## config.mk

```make
export PLATFORM = sky130hd
export DESIGN_NAME = uart_rx_os16
export DESIGN_NICKNAME = d
export VERILOG_FILES = /design/src/rtl/uart_rx_os16.sv
export SDC_FILE = /design/constraint.sdc
export NUM_CORES = 1
export LEC_CHECK = 0
export BUFFER_PORTS_ARGS = -buffer_cell sky130_fd_sc_hd__buf_2
export CORE_MARGIN = 2
export CORE_UTILIZATION = 60
export CTS_CLUSTER_SIZE = 12
export DETAILED_ROUTE_END_ITERATION = 7
export HOLD_SLACK_MARGIN = 0.03
export PLACE_DENSITY = 0.78
export SLEW_MARGIN = 20
export SYNTH_ARGS = -nofsm -noshare
export SYNTH_HDL_FRONTEND = slang
export SYNTH_SLANG_ARGS = --single-unit
```

## constraint.sdc

```tcl
create_clock -name clk -period 3.4 [get_ports clk]
set_clock_uncertainty 0.1 [all_clocks]
set_input_delay 0.17 -clock clk [delete_from_list [all_inputs] [get_ports clk]]
set_output_delay 0.17 -clock clk [all_outputs]
set_load 0.05 [all_outputs]
```

## src/rtl/uart_rx_os16.sv

```systemverilog
// -----------------------------------------------------------------------------
// uart_rx_os16 -- 16x-oversampling UART receiver
//
// Purpose:
//   Receives asynchronous serial frames on i_rx and emits one byte per good
//   frame. The raw pin passes through a two-flop synchroniser. A fractional
//   phase accumulator produces a 16x-baud tick, so the bit period stays
//   accurate at non-integer CLK_FREQ/BAUD ratios such as 12 MHz / 115200.
//   Each bit is sampled at tick indices 7, 8 and 9 and resolved by a 2-of-3
//   majority vote at tick 9.
//
// Optional feature macro:
//   UART_RX_PARITY_EN -- when defined, the frame is start + 8 data + parity +
//                        stop. PARITY_ODD selects the parity sense (0 even,
//                        1 odd). When undefined, the frame is 8N1 and
//                        o_parity_err is tied low.
//
// Parameters:
//   CLK_FREQ    system clock frequency in Hz
//   BAUD        line rate in bit/s (BAUD*16 must not exceed CLK_FREQ)
//   PARITY_ODD  parity sense, used only with UART_RX_PARITY_EN
//
// Ports:
//   clk           in   system clock, rising edge
//   rst_n         in   asynchronous active-low reset
//   i_rx          in   raw serial input, idle high, asynchronous to clk
//   o_data        out  last good byte; changes only together with o_valid
//   o_valid       out  1-clk pulse: o_data holds a new byte
//   o_frame_err   out  1-clk pulse: stop bit was sampled low
//   o_parity_err  out  1-clk pulse: parity mismatch on an otherwise good frame
//   o_busy        out  high from a detected start edge until the FSM is IDLE
// -----------------------------------------------------------------------------
module uart_rx_os16 #(
    parameter int unsigned CLK_FREQ   = 12000000,
    parameter int unsigned BAUD       = 115200,
    parameter int unsigned PARITY_ODD = 0
) (
    input  logic       clk,
    input  logic       rst_n,
    input  logic       i_rx,
    output logic [7:0] o_data,
    output logic       o_valid,
    output logic       o_frame_err,
    output logic       o_parity_err,
    output logic       o_busy
);

    // Elaboration-time sanity checks on the parameters.
    if (BAUD * 16 > CLK_FREQ) begin : g_chk_baud
        $error("uart_rx_os16: BAUD*16 must not exceed CLK_FREQ");
    end
    if (PARITY_ODD > 1) begin : g_chk_parity
        $error("uart_rx_os16: PARITY_ODD must be 0 or 1");
    end

    localparam logic [31:0] ACC_INC  = 32'(BAUD * 16);
    localparam logic [31:0] ACC_WRAP = 32'(CLK_FREQ);

    typedef enum logic [2:0] {
        S_IDLE,
        S_START,
        S_DATA,
`ifdef UART_RX_PARITY_EN
        S_PARITY,
`endif
        S_STOP,
        S_BREAK
    } state_t;

    // Synchroniser and edge detector. All of them reset to the idle level, so
    // leaving reset never looks like a start edge.
    logic rx_meta_q;
    logic rx_s_q;
    logic rx_prev_q;

    state_t      state_q,    state_d;
    logic [31:0] acc_q,      acc_d;
    logic [3:0]  tick_idx_q, tick_idx_d;
    logic [2:0]  bit_cnt_q,  bit_cnt_d;
    logic [7:0]  shift_q,    shift_d;
    logic        s7_q,       s7_d;
    logic        s8_q,       s8_d;
    logic [7:0]  data_q,     data_d;
    logic        valid_q,    valid_d;
    logic        ferr_q,     ferr_d;
`ifdef UART_RX_PARITY_EN
    logic        par_bad_q,  par_bad_d;
    logic        perr_q,     perr_d;
`endif

    logic [31:0] acc_sum;
    logic        tick;
    logic        start_edge;
    logic        vote;
    logic        at_t9;
    logic        at_t15;

    always_ff @(posedge clk or negedge rst_n) begin
        if (!rst_n) begin
            rx_meta_q <= 1'b1;
            rx_s_q    <= 1'b1;
            rx_prev_q <= 1'b1;
        end else begin
            rx_meta_q <= i_rx;
            rx_s_q    <= rx_meta_q;
            rx_prev_q <= rx_s_q;
        end
    end

    // Fractional tick: acc_q always stays below CLK_FREQ, so the sum fits in
    // 32 bits for any legal parameter set.
    assign acc_sum    = acc_q + ACC_INC;
    assign tick       = (acc_sum >= ACC_WRAP);
    assign start_edge = (state_q == S_IDLE) && rx_prev_q && !rx_s_q;

    // Evaluate the majority with the live synchronised sample. That value
    // is the tick-9 sample when used at the tick-9 decision point.
    assign vote   = (s7_q & s8_q) | (s7_q & rx_s_q) | (s8_q & rx_s_q);
    assign at_t9  = tick && (tick_idx_q == 4'd9);
    assign at_t15 = tick && (tick_idx_q == 4'd15);

    always_ff @(posedge clk or negedge rst_n) begin
        if (!rst_n) begin
            state_q    <= S_IDLE;
            acc_q      <= '0;
            tick_idx_q <= '0;
            bit_cnt_q  <= '0;
            shift_q    <= '0;
            s7_q       <= 1'b0;
            s8_q       <= 1'b0;
            data_q     <= '0;
            valid_q    <= 1'b0;
            ferr_q     <= 1'b0;
`ifdef UART_RX_PARITY_EN
            par_bad_q  <= 1'b0;
            perr_q     <= 1'b0;
`endif
        end else begin
            state_q    <= state_d;
            acc_q      <= acc_d;
            tick_idx_q <= tick_idx_d;
            bit_cnt_q  <= bit_cnt_d;
            shift_q    <= shift_d;
            s7_q       <= s7_d;
            s8_q       <= s8_d;
            data_q     <= data_d;
            valid_q    <= valid_d;
            ferr_q     <= ferr_d;
`ifdef UART_RX_PARITY_EN
            par_bad_q  <= par_bad_d;
            perr_q     <= perr_d;
`endif
        end
    end

    always_comb begin
        state_d    = state_q;
        acc_d      = acc_sum;
        tick_idx_d = tick_idx_q;
        bit_cnt_d  = bit_cnt_q;
        shift_d    = shift_q;
        s7_d       = s7_q;
        s8_d       = s8_q;
        data_d     = data_q;
        valid_d    = 1'b0;
        ferr_d     = 1'b0;
`ifdef UART_RX_PARITY_EN
        par_bad_d  = par_bad_q;
        perr_d     = 1'b0;
`endif

        // The start edge restarts the tick phase, so tick index 0 is the
        // first tick after the edge and tick 15 ends each bit period.
        if (start_edge) begin
            acc_d      = '0;
            tick_idx_d = '0;
        end else if (tick) begin
            acc_d      = acc_sum - ACC_WRAP;
            tick_idx_d = tick_idx_q + 4'd1;
        end

        if (tick && (tick_idx_q == 4'd7)) begin
            s7_d = rx_s_q;
        end
        if (tick && (tick_idx_q == 4'd8)) begin
            s8_d = rx_s_q;
        end

        case (state_q)
            S_IDLE: begin
                if (start_edge) begin
                    state_d   = S_START;
                    bit_cnt_d = '0;
`ifdef UART_RX_PARITY_EN
                    par_bad_d = 1'b0;
`endif
                end
            end

            S_START: begin
                // A line that is high again at mid-bit was only a glitch.
                if (at_t9 && vote) begin
                    state_d = S_IDLE;
                end else if (at_t15) begin
                    state_d = S_DATA;
                end
            end

            S_DATA: begin
                if (at_t9) begin
                    shift_d = {vote, shift_q[7:1]};
                end
                if (at_t15) begin
                    bit_cnt_d = bit_cnt_q + 3'd1;
                    if (bit_cnt_q == 3'd7) begin
`ifdef UART_RX_PARITY_EN
                        state_d = S_PARITY;
`else
                        state_d = S_STOP;
`endif
                    end
                end
            end

`ifdef UART_RX_PARITY_EN
            S_PARITY: begin
                if (at_t9) begin
                    par_bad_d = vote ^ (^shift_q) ^ 1'(PARITY_ODD);
                end
                if (at_t15) begin
                    state_d = S_STOP;
                end
            end
`endif

            S_STOP: begin
                // Decide at mid-stop-bit so a back-to-back start edge at the
                // end of the stop bit finds the FSM already in IDLE.
                if (at_t9) begin
                    if (!vote) begin
                        ferr_d  = 1'b1;
                        state_d = S_BREAK;
`ifdef UART_RX_PARITY_EN
                    end else if (par_bad_q) begin
                        perr_d  = 1'b1;
                        state_d = S_IDLE;
`endif
                    end else begin
                        data_d  = shift_q;
                        valid_d = 1'b1;
                        state_d = S_IDLE;
                    end
                end
            end

            S_BREAK: begin
                // Wait for the line to return high before re-arming, so a
                // held-low line cannot start a new frame.
                if (rx_s_q) begin
                    state_d = S_IDLE;
                end
            end

            default: begin
                state_d = S_IDLE;
            end
        endcase
    end

    assign o_data      = data_q;
    assign o_valid     = valid_q;
    assign o_frame_err = ferr_q;
    assign o_busy      = (state_q != S_IDLE);
`ifdef UART_RX_PARITY_EN
    assign o_parity_err = perr_q;
`else
    assign o_parity_err = 1'b0;
`endif

endmodule
```

# ---- Word-level counts from Yosys, hierarchy flattened
# Cells that the tools add are included.
dict set report totals {
  register_bits 65
  latch_bits 0
  ram_bits 0
  mem_bits_ro 0
  in_bits 3
  output_inout_bits 12
  elab_cells 76
  memories 0
}
dict set report op_classes {
  n_addsub 4
  n_mul 0
  n_div 0
  order_cmp 1
  n_eq_ne 15
  shifts 0
  muxes 22
  n_bitwise 5
  n_reduce_logical 16
}
# op n
set op_table {}
lappend op_table {{$mux W32} 2}
lappend op_table {{$add A32 B21 Y32 const B} 1}
lappend op_table {{$ge A32 B24 Y1 const B} 1}
lappend op_table {{$sub A32 B24 Y32 const B} 1}
lappend op_table {{$mux W3} 10}
lappend op_table {{$pmux W3 S5} 1}
lappend op_table {{$eq A4 B4 Y1 const B} 3}
lappend op_table {{$ne A2 B2 Y1 const B} 5}
lappend op_table {{$mux W4} 2}
lappend op_table {{$logic_and A1 B1 Y1} 7}
lappend op_table {{$eq A3 B2 Y1 const B} 2}
lappend op_table {{$eq A3 B3 Y1 const B} 2}
lappend op_table {{$mux W1} 6}
lappend op_table {{$pmux W3 S2} 1}
lappend op_table {{$reduce_and A3 Y1} 2}
lappend op_table {{$reduce_and A6 Y1} 1}
lappend op_table {{$add A4 B1 Y4 const B} 1}
lappend op_table {{$eq A4 B3 Y1 const B} 1}
lappend op_table {{$reduce_bool A2 Y1} 2}
lappend op_table {{$add A3 B1 Y3 const B} 1}
lappend op_table {{$and A1 B1 Y1} 3}
lappend op_table {{$eq A3 B1 Y1 const B} 1}
lappend op_table {{$logic_not A3 Y1} 1}
lappend op_table {{$ne A3 B3 Y1 const B} 1}
lappend op_table {{4 further kinds} 5}

# ---- Logic depth before layout (Yosys ltp)
dict set report depth {
  depth_word 6
  depth_mapped 12
  depth_no_buf 9
}

# ---- Least setup slack after synthesis
# Ideal clock, no wire load.
dict set report synth_timing {
  kind {register to register}
  startpoint {register acc_q[14]}
  endpoint {register s8_q}
  setup_time_ps 125
  arrival_ps 2888
  required_time_ps 3175
  slack_ps 287
  path_stages_with_launch 13
  n_path_buf 3
  synth_period_minus_slack_ps 3113
  cell_sequence {dfrtp_1 ha_1 buf_2 nand4_2 and2_4 and3_4 a211o_4 a311o_1 buf_6 or2_4 buf_6 nand3_1 mux2_2}
}
dict set report synth_between {
  elab_chain_len 3
}
# item line
set synth_rtl {}
lappend synth_rtl {{from (decl)} 77} ;# logic [31:0] acc_q, acc_d;
lappend synth_rtl {{from (signal assigned)} 125} ;# acc_q <= '0;
lappend synth_rtl {{from (signal assigned)} 140} ;# acc_q <= acc_d;
lappend synth_rtl {{$add A32 B21 Y32} 112} ;# assign acc_sum = acc_q + ACC_INC;
lappend synth_rtl {{$ge A32 B24 Y1} 113} ;# assign tick = (acc_sum >= ACC_WRAP);
lappend synth_rtl {{$logic_and A1 B1 Y1} 185} ;# if (tick && (tick_idx_q == 4'd8)) begin
lappend synth_rtl {{to (signal assigned)} 130} ;# s8_q <= 1'b0;
lappend synth_rtl {{to (signal assigned)} 145} ;# s8_q <= s8_d;
lappend synth_rtl {{to (decl)} 82} ;# logic s8_q, s8_d;
# Every way passes these cells.
# A chain may end at the register's enable or synchronous reset.

# ---- Final worst setup path
dict set report layout_timing {
  startpoint {register acc_q[19]}
  endpoint {register data_q[2], in the netlist o_data[2]}
}
dict set report layout_between {
  elab_chain_len 4
}
# item line
set layout_rtl {}
lappend layout_rtl {{$add A32 B21 Y32} 112}
lappend layout_rtl {{$ge A32 B24 Y1} 113}
lappend layout_rtl {{$logic_and A1 B1 Y1} 119} ;# assign at_t9 = tick && (tick_idx_q == 4'd9);
lappend layout_rtl {{$reduce_and A3 Y1 (no line)} --}
lappend layout_rtl {{to (signal assigned)} 146} ;# data_q <= data_d;
lappend layout_rtl {{to (decl)} 83} ;# logic [7:0] data_q, data_d;
# Every way passes these cells.

==> results_dict.tcl <==
set metrics [dict create \
    outcome "finished, final reports clean" \
    pwr-share-seq_pct 31.3 \
    ff_latch_area_sq_um 1430 \
    p_sw_uw 1700 \
    synth-edff-count 0 \
    synthArstFlopShare_pct 100 \
    final_max_slew_viol_count 0 \
    multiInputGateArea_sq_um 1870 \
    netlist.area_leader.share_pct 39.6 \
    postRouteAntennaNets 0 \
    reg2reg_from "acc_q[19]" \
    worstPathRequired_ns 3.53 \
    final_area_sq_um 3800 \
    fin_nets 372 \
    drt_iter0_drc 259 \
    cts_root_buf "clkbuf_8" \
    fillers 404 \
    hold_path.class "register to register" \
    die_h_um 79.5 \
    fp-row-count 27 \
    numCtsBuffers 9 \
    startpoint "acc_q[19]" \
    fmax_mhz 310 \
    grt_pass1_vias 2557 \
    p_total_uw 3870 \
    track_usage_pct 24.8 \
    timing.final.crit_share_pct 94.9 \
    synthesis.area_sq_um 3420 \
    power_frac_clock_pct 18.6 \
    post_dp_cell_area_sq_um 3550 \
    synth_area_leader_cell "dfrtp_1" \
    synthFlopType "dfrtp_1" \
    vias 2595 \
    worst_slew_pin_slew_ns 0.907 \
    hold_violations 0 \
    antenna-diode-count 0 \
    synthCells 343 \
    layout-drive-gt1-share_pct 21.0 \
    gp_congestion 0.926 \
    start_kind "register" \
    p_comb_share_pct 50.1 \
    crit_type "register to register" \
    p_int_uw 2180 \
    critPathMaxFanout 12 \
    io_pins 15 \
    wl_per_cell_um 16.0 \
    cts_tree "done" \
    die_w_um 79.5 \
    mostFrequentLayoutCell "dfrtp_1" \
    cts_buffer_depth 2 \
    max_stage_delay_ns 0.48 \
    grt_start_max_net_pins 41 \
    core_sq_um 5510 \
    grt_pass1_wl_um 12000 \
    cp_slowest_cell "dfrtp_1" \
    routed_wl_um 7000 \
    rsz0062_at_grt "no" \
    end_kind "register" \
    viasPerCell 5.92 \
    power.leakage_uw 0.00171 \
    cts_max_level 3 \
    vdd_drop_max_v 0.000568 \
    setup_tns_ns 0 \
    insertion_delay_ns 0.35 \
    yosys-top-cells-area "dfrtp_1, mux2_2, xnor2_1" \
    switching_share_pct 43.9 \
    die_area_sq_um 6310 \
    yosys_warnings 0 \
    final_cell_mix "dfrtp_1, nor2_1, nand2_1, xnor2_1, mux2_2" \
    drc 0 \
    yosysSeqAreaShare_pct 41.9 \
    period_minus_slack_ns 3.23 \
    setup_viol 0 \
    dpl.hpwl_um 5000 \
    worstPathCellList "nor3_4 -> o21ai_2 -> a2111oi_2 -> o21ai_1 -> a311o_1 -> or2_4 -> nand3_2 -> mux2_2" \
    min-delay-start "rx_meta_q" \
    first_pass_iters 6 \
    io_buffer_count 13 \
    synthToLayoutAreaGrowth_pct 11.3 \
    synth_cell_types 71 \
    slew_headroom_pct 39.5 \
    powerDensity_nw_per_um2 1020 \
    cts_sinks 57 \
    antenna_found_initial 0 \
    hold-worst-slack_ns 0.272 \
    clkSlewWorstSetupHoldPaths_ns 0.08 \
    syn_nets 354 \
    synth_seq_cells 57 \
    grt-ovfl-total 0 \
    cap_violations 0 \
    syn_avg_cell_area_sq_um 9.96 \
    crit_arrival_ns 3.36 \
    start_util_pct 62.0 \
]
-- path summary, 6_finish.rpt --
check                                    end  slack [ns]  depth (start not counted)
worst min-delay path                  rx_s_q        0.27                          0
min in group asynchronous          acc_q[31]        0.39                          2
worst max register to register     o_data[2]        0.17                          8
worst max-delay path               o_data[2]        0.17                          8
max in group asynchronous       bit_cnt_q[0]        2.03                          3
worst min register to register        rx_s_q        0.27                          0
-- layer usage --
metal  GRT usage [%]  wire length [um]  share of wire [%]  up-vias
li1                -                 -                  -     1278
met1            32.5              3260                 47     1247
met2            39.2              3320                 47       60
met3            7.13               275                3.9       10
met4            8.97               149                2.1        0
met5               0                 0                  0        -
-- Yosys cell counts (all sizes together), types with 2 or more instances --
cell type  number
dfrtp          54
nor2           33
nand2          29
xnor2          23
mux2           18
o21ai          17
xor2           13
a21oi          11
clkbuf         10
inv            10
nand3          10
ha              8
nor3            7
o211ai          7
and3            6
buf             6
and2            5
nand4           5
or2             5
a21o            4
and4            4
mux2i           4
o2111ai         4
a211o           3
a31oi           3
dfstp           3
nor2b           3
nor3b           3
o31ai           3
a2111oi         2
a311o           2
a31o            2
nor4            2
o31a            2
or3             2
-- state kept, by name (all words and copies together), names as in the netlist --
| register | count |
|---|---|
| acc_q | 24 |
| o_data | 8 |
| shift_q | 8 |
| tick_idx_q | 4 |
| bit_cnt_q | 3 |
| state_q | 3 |
| o_frame_err | 1 |
| o_valid | 1 |
| rx_meta_q | 1 |
| rx_prev_q | 1 |
| rx_s_q | 1 |
| s7_q | 1 |
| s8_q | 1 |
-- power groups by stage --
| stage | registers, uW | logic (uW) | clock network (uW) |
|---|---|---|---|
| 6_report | 1210 | 1940 | 721 |
| 5_1_grt | 1250 | 2180 | 768 |
| 4_1_cts | 1200 | 1930 | 731 |
| 3_5_place_dp | 1210 | 1910 | 0 |
| 3_3_place_gp | 1200 | 1870 | 0 |
| 2_1_floorplan | 1120 | 1620 | 0 |
-- cell families (layout without fill, tap and decap cells) --
| group | count (synthesis) | after routing | synth area share [%] |
|---|---|---|---|
| and+or+nand+nor | 119 | 119 | 18.8 |
| xor gates and xnor gates | 36 | 36 | 9.23 |
| AOI/OAI and AO/OA | 73 | 73 | 16.1 |
| muxes | 22 | 22 | 7.11 |
| DFF | 57 | 57 | 41.9 |
| adders and majority gates | 9 | 9 | 3.22 |
| other | 1 | 1 | 0.110 |
| buffers and inverters | 26 | 49 | 3.59 |
-- worst max-delay path, delay by kind of cell, from the launching register on --
| kind | cells | cell delay (ns) |
|---|---|---|
| multiplexers | 1 | 0.38 |
| flip-flops | 1 | 0.48 |
| AO/OA/AOI/OAI | 4 | 1.17 |
| AND/OR/NAND/NOR | 3 | 1.00 |
-- cell type report --
| cell class | instances | share of cell area [%] |
|---|---|---|
| repair buffers | 23 | 3.82 |
| clock inverters | 7 | 2.70 |
| inverters | 10 | 0.987 |
| clock buffers | 9 | 3.26 |
| multi-input cells | 260 | 49.2 |
| well taps | 72 | 2.37 |
| flip-flops and latches | 57 | 37.6 |
-- timing repair --
action / CTS / global route
endpoints found under the hold margin: 37 / 0
setup buffers: 0 / 0
setup endpoints to repair: 0 / 13
hold buffers: 2 / 0
resized for setup: 0 / 1
-- per-stage QoR --
stage | worst slack [ns] | utilization (%) | instances
global placement | 0.253 | 64.4 | 420
global route | 0.00638 | 69.0 | 438
CTS | 0.128 | 68.9 | 438
detailed placement | 0.140 | 64.4 | 420
floorplan | 0.287 | - | 343
finish | 0.174 | 69.0 | 438
(Power assumes the default switching activity.)
